--- src/rtl/ac_burst_fire_ctrl_pkg.sv ---
// ac_ctrl_pkg: shared FSM state types, maximal-length LFSR tap table and parameter range check for ac_burst_fire_ctrl
package ac_ctrl_pkg;
  typedef enum logic [1:0] {SYNC_WAIT, POS, NEG} gstate_e;
  typedef enum logic [1:0] {IDLE, FIRE_POS, FIRE_NEG} cstate_e;
  function automatic logic [15:0] lfsr_taps(input int pw);
    case (pw)
      4:       lfsr_taps = 16'h000C;
      5:       lfsr_taps = 16'h0014;
      6:       lfsr_taps = 16'h0030;
      7:       lfsr_taps = 16'h0060;
      8:       lfsr_taps = 16'h00B8;
      9:       lfsr_taps = 16'h0110;
      10:      lfsr_taps = 16'h0240;
      11:      lfsr_taps = 16'h0500;
      12:      lfsr_taps = 16'h0829;
      13:      lfsr_taps = 16'h100D;
      14:      lfsr_taps = 16'h2015;
      15:      lfsr_taps = 16'h6000;
      16:      lfsr_taps = 16'hD008;
      default: lfsr_taps = 16'h0000;
    endcase
  endfunction
  function automatic bit params_ok(input int nch, input int pw, input int cw, input int zc);
    return nch >= 1 && nch <= 8 && pw >= 4 && pw <= 16 && cw >= 1 && zc >= 1;
  endfunction
endpackage

--- src/rtl/ac_burst_fire_ctrl_if.sv ---
// ac_burst_fire_ctrl_if: control bus; master drives EN/SEED/SEED_LOAD/UI/ZC_IN/CLR_STATS, slave drives HALF_POL/ZC_PULSE/PRNG/GATE/COUNT_ZERO/COUNT_FIRE
interface ac_burst_fire_ctrl_if #(
  parameter int NCH = 4,
  parameter int PW = 8,
  parameter int CW = 21
);
  logic EN;
  logic [PW-1:0] SEED;
  logic SEED_LOAD;
  logic [NCH*PW-1:0] UI;
  logic ZC_IN;
  logic CLR_STATS;
  logic HALF_POL;
  logic ZC_PULSE;
  logic [PW-1:0] PRNG;
  logic [NCH-1:0] GATE;
  logic [CW-1:0] COUNT_ZERO;
  logic [NCH*CW-1:0] COUNT_FIRE;
  modport master (
    output EN, SEED, SEED_LOAD, UI, ZC_IN, CLR_STATS,
    input HALF_POL, ZC_PULSE, PRNG, GATE, COUNT_ZERO, COUNT_FIRE
  );
  modport slave (
    input EN, SEED, SEED_LOAD, UI, ZC_IN, CLR_STATS,
    output HALF_POL, ZC_PULSE, PRNG, GATE, COUNT_ZERO, COUNT_FIRE
  );
endinterface

--- src/rtl/ac_burst_fire_ctrl_zc_filter.sv ---
// zc_filter: synchronises raw zero-cross level zc_in, accepts a change after ZC_FILT stable cycles (half_pol) and strobes zc_pulse the cycle after
module zc_filter #(
  parameter int ZC_FILT = 3
) (
  input  logic clk,
  input  logic rst_n,
  input  logic zc_in,
  output logic half_pol,
  output logic zc_pulse
);
  localparam int FW = $clog2(ZC_FILT + 1);
  logic [1:0] sync_q, sync_d;
  logic [FW-1:0] cnt_q, cnt_d;
  logic pol_q, pol_d, prev_q, prev_d, pulse_q, pulse_d, diff, hit;
  always_comb begin
    sync_d = {sync_q[0], zc_in};
    diff = sync_q[1] ^ pol_q;
    hit = diff && cnt_q == FW'(ZC_FILT - 1);
    cnt_d = (diff && !hit) ? cnt_q + 1'b1 : '0;
    pol_d = hit ? sync_q[1] : pol_q;
    prev_d = pol_q;
    pulse_d = pol_q ^ prev_q;
  end
  always_ff @(posedge clk or negedge rst_n) begin
    if (!rst_n) begin
      sync_q <= '0;
      cnt_q <= '0;
      pol_q <= 1'b0;
      prev_q <= 1'b0;
      pulse_q <= 1'b0;
    end else begin
      sync_q <= sync_d;
      cnt_q <= cnt_d;
      pol_q <= pol_d;
      prev_q <= prev_d;
      pulse_q <= pulse_d;
    end
  end
  assign half_pol = pol_q;
  assign zc_pulse = pulse_q;
endmodule

--- src/rtl/ac_burst_fire_ctrl.sv ---
// ac_burst_fire_ctrl: NCH-channel full-cycle burst-fire triac controller; SYS_CLK, A_RESET_N and the slave side of ac_burst_fire_ctrl_if
module ac_burst_fire_ctrl
  import ac_ctrl_pkg::*;
#(
  parameter int NCH = 4,
  parameter int PW = 8,
  parameter int CW = 21,
  parameter int ZC_FILT = 3
) (
  input logic SYS_CLK,
  input logic A_RESET_N,
  ac_burst_fire_ctrl_if.slave bus
);
  localparam logic [1:0] G_SYNC_WAIT = SYNC_WAIT;
  localparam logic [1:0] G_POS = POS;
  localparam logic [1:0] G_NEG = NEG;
  localparam logic [1:0] C_IDLE = IDLE;
  localparam logic [1:0] C_FIRE_POS = FIRE_POS;
  localparam logic [1:0] C_FIRE_NEG = FIRE_NEG;
  localparam logic [PW-1:0] TAPS = PW'(lfsr_taps(PW));
  if (!params_ok(NCH, PW, CW, ZC_FILT)) begin : g_bad_params
    $error("ac_burst_fire_ctrl: parameter out of range");
  end
  logic half_pol, zc_pulse, rise, fall;
  logic [1:0] gst_q, gst_d;
  logic [PW-1:0] prng_q, prng_d;
  logic [CW-1:0] cz_q, cz_d;
  logic [NCH-1:0] gate_all;
  logic [NCH*CW-1:0] cf_all;
  zc_filter #(.ZC_FILT(ZC_FILT)) u_zc_filter (
    .clk(SYS_CLK),
    .rst_n(A_RESET_N),
    .zc_in(bus.ZC_IN),
    .half_pol(half_pol),
    .zc_pulse(zc_pulse)
  );
  // edges alternate, so the new half polarity alone names the next global state
  always_comb begin
    gst_d = zc_pulse ? (half_pol ? G_POS : G_NEG) : gst_q;
    rise = zc_pulse && half_pol && gst_q != G_SYNC_WAIT;
    fall = zc_pulse && !half_pol && gst_q != G_SYNC_WAIT;
    prng_d = bus.SEED_LOAD ? (bus.SEED == '0 ? PW'(1) : bus.SEED)
           : zc_pulse ? {prng_q[PW-2:0], ^(prng_q & TAPS)} : prng_q;
    cz_d = bus.CLR_STATS ? '0 : (zc_pulse && cz_q != '1) ? cz_q + 1'b1 : cz_q;
  end
  always_ff @(posedge SYS_CLK or negedge A_RESET_N) begin
    if (!A_RESET_N) begin
      gst_q <= G_SYNC_WAIT;
      prng_q <= PW'(1);
      cz_q <= '0;
    end else begin
      gst_q <= gst_d;
      prng_q <= prng_d;
      cz_q <= cz_d;
    end
  end
  for (genvar i = 0; i < NCH; i++) begin : g_ch
    localparam int R = i % PW;
    logic [PW-1:0] view, ui;
    logic [1:0] st_q, st_d;
    logic [CW-1:0] cf_q, cf_d;
    logic gate_q, gate_d, go;
    // view is the PRNG rotated left by R; the decision uses the pre-advance PRNG
    always_comb begin
      view = PW'({prng_q, prng_q} >> (PW - R));
      ui = bus.UI[i*PW +: PW];
      go = rise && bus.EN && ui >= view && st_q != C_FIRE_POS;
      st_d = go ? C_FIRE_POS
           : (rise && st_q == C_FIRE_NEG) ? C_IDLE
           : (fall && st_q == C_FIRE_POS) ? C_FIRE_NEG : st_q;
      gate_d = st_d != C_IDLE;
      cf_d = bus.CLR_STATS ? '0 : (go && cf_q != '1) ? cf_q + 1'b1 : cf_q;
    end
    always_ff @(posedge SYS_CLK or negedge A_RESET_N) begin
      if (!A_RESET_N) begin
        st_q <= C_IDLE;
        gate_q <= 1'b0;
        cf_q <= '0;
      end else begin
        st_q <= st_d;
        gate_q <= gate_d;
        cf_q <= cf_d;
      end
    end
    assign gate_all[i] = gate_q;
    assign cf_all[i*CW +: CW] = cf_q;
  end
  assign bus.HALF_POL = half_pol;
  assign bus.ZC_PULSE = zc_pulse;
  assign bus.PRNG = prng_q;
  assign bus.GATE = gate_all;
  assign bus.COUNT_ZERO = cz_q;
  assign bus.COUNT_FIRE = cf_all;
endmodule

--- src/flat_wrapper.sv ---
// flat-port wrapper written by rule: the top's interface ports become plain ports
module ac_burst_fire_ctrl_flat import ac_ctrl_pkg::*;
#(
  parameter int NCH = 4,
  parameter int PW = 8,
  parameter int CW = 21,
  parameter int ZC_FILT = 3
)
  (SYS_CLK, A_RESET_N, bus_EN, bus_SEED, bus_SEED_LOAD, bus_UI, bus_ZC_IN, bus_CLR_STATS, bus_HALF_POL, bus_ZC_PULSE, bus_PRNG, bus_GATE, bus_COUNT_ZERO, bus_COUNT_FIRE);
  ac_burst_fire_ctrl_if #(.NCH(NCH), .PW(PW), .CW(CW)) bus_i ();
  input logic SYS_CLK;
  input logic A_RESET_N;
  input wire logic [$bits(bus_i.EN)-1:0] bus_EN;
  input wire logic [$bits(bus_i.SEED)-1:0] bus_SEED;
  input wire logic [$bits(bus_i.SEED_LOAD)-1:0] bus_SEED_LOAD;
  input wire logic [$bits(bus_i.UI)-1:0] bus_UI;
  input wire logic [$bits(bus_i.ZC_IN)-1:0] bus_ZC_IN;
  input wire logic [$bits(bus_i.CLR_STATS)-1:0] bus_CLR_STATS;
  output wire logic [$bits(bus_i.HALF_POL)-1:0] bus_HALF_POL;
  output wire logic [$bits(bus_i.ZC_PULSE)-1:0] bus_ZC_PULSE;
  output wire logic [$bits(bus_i.PRNG)-1:0] bus_PRNG;
  output wire logic [$bits(bus_i.GATE)-1:0] bus_GATE;
  output wire logic [$bits(bus_i.COUNT_ZERO)-1:0] bus_COUNT_ZERO;
  output wire logic [$bits(bus_i.COUNT_FIRE)-1:0] bus_COUNT_FIRE;
  assign bus_i.EN = bus_EN;
  assign bus_i.SEED = bus_SEED;
  assign bus_i.SEED_LOAD = bus_SEED_LOAD;
  assign bus_i.UI = bus_UI;
  assign bus_i.ZC_IN = bus_ZC_IN;
  assign bus_i.CLR_STATS = bus_CLR_STATS;
  assign bus_HALF_POL = bus_i.HALF_POL;
  assign bus_ZC_PULSE = bus_i.ZC_PULSE;
  assign bus_PRNG = bus_i.PRNG;
  assign bus_GATE = bus_i.GATE;
  assign bus_COUNT_ZERO = bus_i.COUNT_ZERO;
  assign bus_COUNT_FIRE = bus_i.COUNT_FIRE;
  ac_burst_fire_ctrl #(.NCH(NCH), .PW(PW), .CW(CW), .ZC_FILT(ZC_FILT)) u_core (.SYS_CLK(SYS_CLK), .A_RESET_N(A_RESET_N), .bus(bus_i));
endmodule
--- config.mk ---
export PLATFORM = sky130hd
export DESIGN_NAME = ac_burst_fire_ctrl_flat
export DESIGN_NICKNAME = d
export VERILOG_FILES = /design/src/rtl/ac_burst_fire_ctrl_pkg.sv /design/src/rtl/ac_burst_fire_ctrl_if.sv /design/src/rtl/ac_burst_fire_ctrl_zc_filter.sv /design/src/rtl/ac_burst_fire_ctrl.sv /design/src/flat_wrapper.sv
export SDC_FILE = /design/constraint.sdc
export NUM_CORES = 1
export LEC_CHECK = 0
export ABC_AREA = 1
export CAP_MARGIN = 20
export CORE_AREA = 8 8 162 133
export CTS_CLUSTER_DIAMETER = 120
export DETAILED_ROUTE_END_ITERATION = 10
export DIE_AREA = 0 0 170 141
export GPL_ROUTABILITY_DRIVEN = 0
export PLACE_DENSITY = 0.77
export SLEW_MARGIN = 20
export SYNTH_ARGS = -nofsm -noshare
export SYNTH_HDL_FRONTEND = slang
export SYNTH_SLANG_ARGS = --single-unit
--- constraint.sdc ---
create_clock -name SYS_CLK -period 2 [get_ports SYS_CLK]
set_clock_uncertainty 0.15 [all_clocks]
set_input_delay 0.5 -clock SYS_CLK [delete_from_list [all_inputs] [get_ports SYS_CLK]]
set_output_delay 0.5 -clock SYS_CLK [all_outputs]
set_load 0.05 [all_outputs]
==> out/qor.json, run 1 <==
{
  "cts_max_level": 4,
  "antenna_violating_nets_post_route": 0,
  "final_max_slew_viol_count": 0,
  "design_area_um2": 13400,
  "top_post_synthesis_cells_by_count": "nand2_1 (424), nor2_1 (225), nand3_1 (136)",
  "endpoint_kind": "register",
  "synth_sequential_area_ratio": 0.370,
  "die_width_um": 170,
  "setup_viol": 83,
  "met2_wirelength_um": 13300,
  "worstPathMaxFanout": 5,
  "synth-main-ff-cell": "dfrtp_1",
  "worst_slew_pin_slew_ns": 0.570,
  "clock_tree.buffer_depth": 2,
  "maximum_number_of_pins_on_one_net_before_global_route_repair": 95,
  "setup_repair_after_global_routing_missed_its_margin": "yes",
  "max_freq_ghz": 0.460,
  "power_density_cells_nw_per_um2": 780,
  "remaining_drc_errors": 0,
  "drt-total-wl_um": 28400,
  "netlist-cell-type-count": 42,
  "routed.top_layer": "met4",
  "num-nets-final": 1639,
  "part_of_the_power_in_combinational_logic": 0.377,
  "timing.critical_path.arrival_ns": 2.33,
  "final.period_utilization": 1.09,
  "yosysWarningCount": 0,
  "place_area_um2": 12300,
  "ys_ff_latch": 134,
  "globalRouteOverflowTotal": 0,
  "cts_sinks": 134,
  "synth_most_common_cell": "nand2_1",
  "post_layout_min_period_ns": 2.18,
  "tritoncts": "built",
  "wire_length_of_the_first_global_routing_pass_um": 45800,
  "netSwitchingFraction": 0.370,
  "fp.dieArea_um2": 24000,
  "seq_power_share": 0.316,
  "yosysTopAreaCell": "dfrtp_1",
  "switchingPower_w": 0.00388,
  "clock_power_share": 0.307,
  "final_hold_viol_count": 0,
  "violations": "setup timing",
  "synthesis.area_um2": 9060,
  "clock_latency_on_the_worst_skew_pair_ns": 0.42,
  "place_hpwl_um": 19700,
  "m1WireLength_um": 12500,
  "ff2ff_path_depth": 12,
  "crit_required_ns": 2.15,
  "synth-async-reset-ratio": 1.00,
  "synth_top_cells_by_area": "dfrtp_1 (37%), nand2_1 (18%), nor2_1 (9.3%)",
  "hold-worst-slack_ns": 0.205,
  "antenna_found_initial": 0,
  "setup.worst_path.start_class": "input port",
  "drv_cap": 0,
  "first_global_vias": 9233,
  "wirelength_per_cell_um": 15.6,
  "netlist_instances": 1308,
  "leakage_nw": 6.24,
  "num-fill-cells": 1492,
  "post-synth-top-area-fraction": 0.367,
  "core.rowCount": 45,
  "maxSlewHeadroom": 0.620,
  "avgSynthCellArea_um2": 6.93,
  "vias": 9666,
  "min_delay_path_depth": 0,
  "power.ir.vdd_worst_uv": 483,
  "core_area_um2": 18800,
  "synth-edff-count": 0,
  "insertedDiodeCount": 0,
  "cts_buffers": 17,
  "port-buffer-count": 164,
  "synth_nets": 1392,
  "chipHeight_um": 141,
  "flow.area_growth_from_synthesis_pct": 48.0,
  "initial_core_util": 0.482,
  "setup_slack_ns": -0.176,
  "vias_per_cell": 5.29,
  "drt_pass1_iterations": 5,
  "wl_met3_um": 2000,
  "total_internal_power_w": 0.00659,
  "hp-class": "register to register",
  "design.portCount": 165,
  "drt_iter0_drc": 832,
  "clk_pin_slew_worst_paths_ns": 0.06,
  "ctsRootBufferMaster": "clkbuf_16",
  "drive_gt1_frac": 0.235,
  "track_usage": 0.232,
  "critical_path_class": "input port to register",
  "run_status": "finished with violations"
}
path summary, 6_finish.rpt:
path | startpoint | end | slack [ns]
worst max-delay path | bus_UI[5] | u_core.g_ch[0].cf_q[17] | -0.18
worst min-delay path | u_core.u_zc_filter.sync_q[0] | u_core.u_zc_filter.sync_q[1] | 0.20
worst max register to register | u_core.bus.PRNG[5] | u_core.g_ch[0].cf_q[17] | -0.17
worst min register to register | u_core.u_zc_filter.sync_q[0] | u_core.u_zc_filter.sync_q[1] | 0.20
max in group asynchronous | A_RESET_N | u_core.g_ch[1].cf_q[0] | 0.71
min in group asynchronous | A_RESET_N | u_core.bus.PRNG[6] | 0.41
placed cells by master (no fill, tap or decap), types with 34 or more instances in the layout:
cell type	Yosys	layout
buf_12	0	83
buf_4	9	127
clkdlybuf4s50_1	0	42
dfrtp_1	133	116
ha_1	38	34
inv_1	95	87
nand2_1	424	396
nand3_1	136	129
nor2_1	225	223
xor2_1	35	35
power by group through the flow:
stage,clock network (W),logic [W],registers [W]
final,0.00321,0.00395,0.00331
after global routing,0.00337,0.00429,0.00334
after CTS,0.00323,0.00381,0.00330
after detailed placement,0,0.00355,0.00334
after global placement,0,0.00346,0.00333
after floorplan,0,0.00172,0.00383
final cells by class:
type	instances	area [um2]	area share
multi-input cells	1031	5330	0.398
repair buffers	274	3400	0.254
flip-flops and latches	134	3380	0.252
clock buffers	20	447	0.0333
inverters	97	369	0.0275
well taps	258	323	0.0241
clock inverters	12	154	0.0115
through the flow:
step	util	setup slack [ns]	total power, W	TNS, ns	std cells
5_1_grt	0.713	-0.244	0.0110	-14.91	1826
3_3_place_gp	0.652	-0.435	0.00678	-35.33	1779
2_1_floorplan	-	0.00417	0.00555	0	1308
6_report	0.713	-0.176	0.0105	-7.01	1826
3_5_place_dp	0.652	-0.499	0.00690	-40.14	1779
4_1_cts	0.703	-0.108	0.0103	-5.30	1823
critical path, cell delays in order:
cell	delay [ns]
clkdlybuf4s50_1	0.41
ha_1	0.30
a21oi_1	0.15
nor2_1	0.05
nor2_1	0.18
nand3_4	0.13
nand3_4	0.12
buf_12	0.11
nand2_8	0.08
buf_16	0.18
nand2_2	0.05
nand2_1	0.06
repair_timing:
action | 4_1_cts | 5_1_grt
endpoints found under the hold margin | 28 | 0
gates resized for setup | 50 | 35
pin swaps | 2 | 6
buffers inserted | 6 | 2
setup endpoints to repair | 91 | 93
cloned | 5 | 3
hold buffers | 1 | 0
routing by layer:
layer | vias to the layer above | track usage
li1 | 4679 | -
met1 | 4525 | 0.311
met2 | 404 | 0.372
met3 | 58 | 0.0458
met4 | 0 | 0.0673
met5 | - | 0
sequential cells by signal, summed over array words and instances (netlist names):
signal / count
u_core.bus.COUNT_ZERO: 21
u_core.bus.PRNG: 8
u_core.g_ch.cf_q: 84
u_core.g_ch.gate_q: 4
u_core.g_ch.st_q: 8
u_core.gst_q: 2
u_core.u_zc_filter.cnt_q: 2
u_core.u_zc_filter.half_pol: 1
u_core.u_zc_filter.prev_q: 1
u_core.u_zc_filter.sync_q: 2
u_core.u_zc_filter.zc_pulse: 1
cells by family after synthesis:
| logic type | count (synthesis) | synth area share |
|---|---|---|
| simple gates | 860 | 0.401 |
| buf+inv | 143 | 0.0701 |
| flops | 134 | 0.370 |
| compound gates | 80 | 0.0552 |
| xor+xnor | 53 | 0.0512 |
| fa+ha+maj | 38 | 0.0525 |
No activity file was read; power rests on OpenSTA's default activity.
==> run 2, diff against run 1 <==
Settings changed: CTS_CLUSTER_DIAMETER 120 to default.
==> results of run 2 <==
The final DEF is identical to that of run 1; final timing and power are the same.
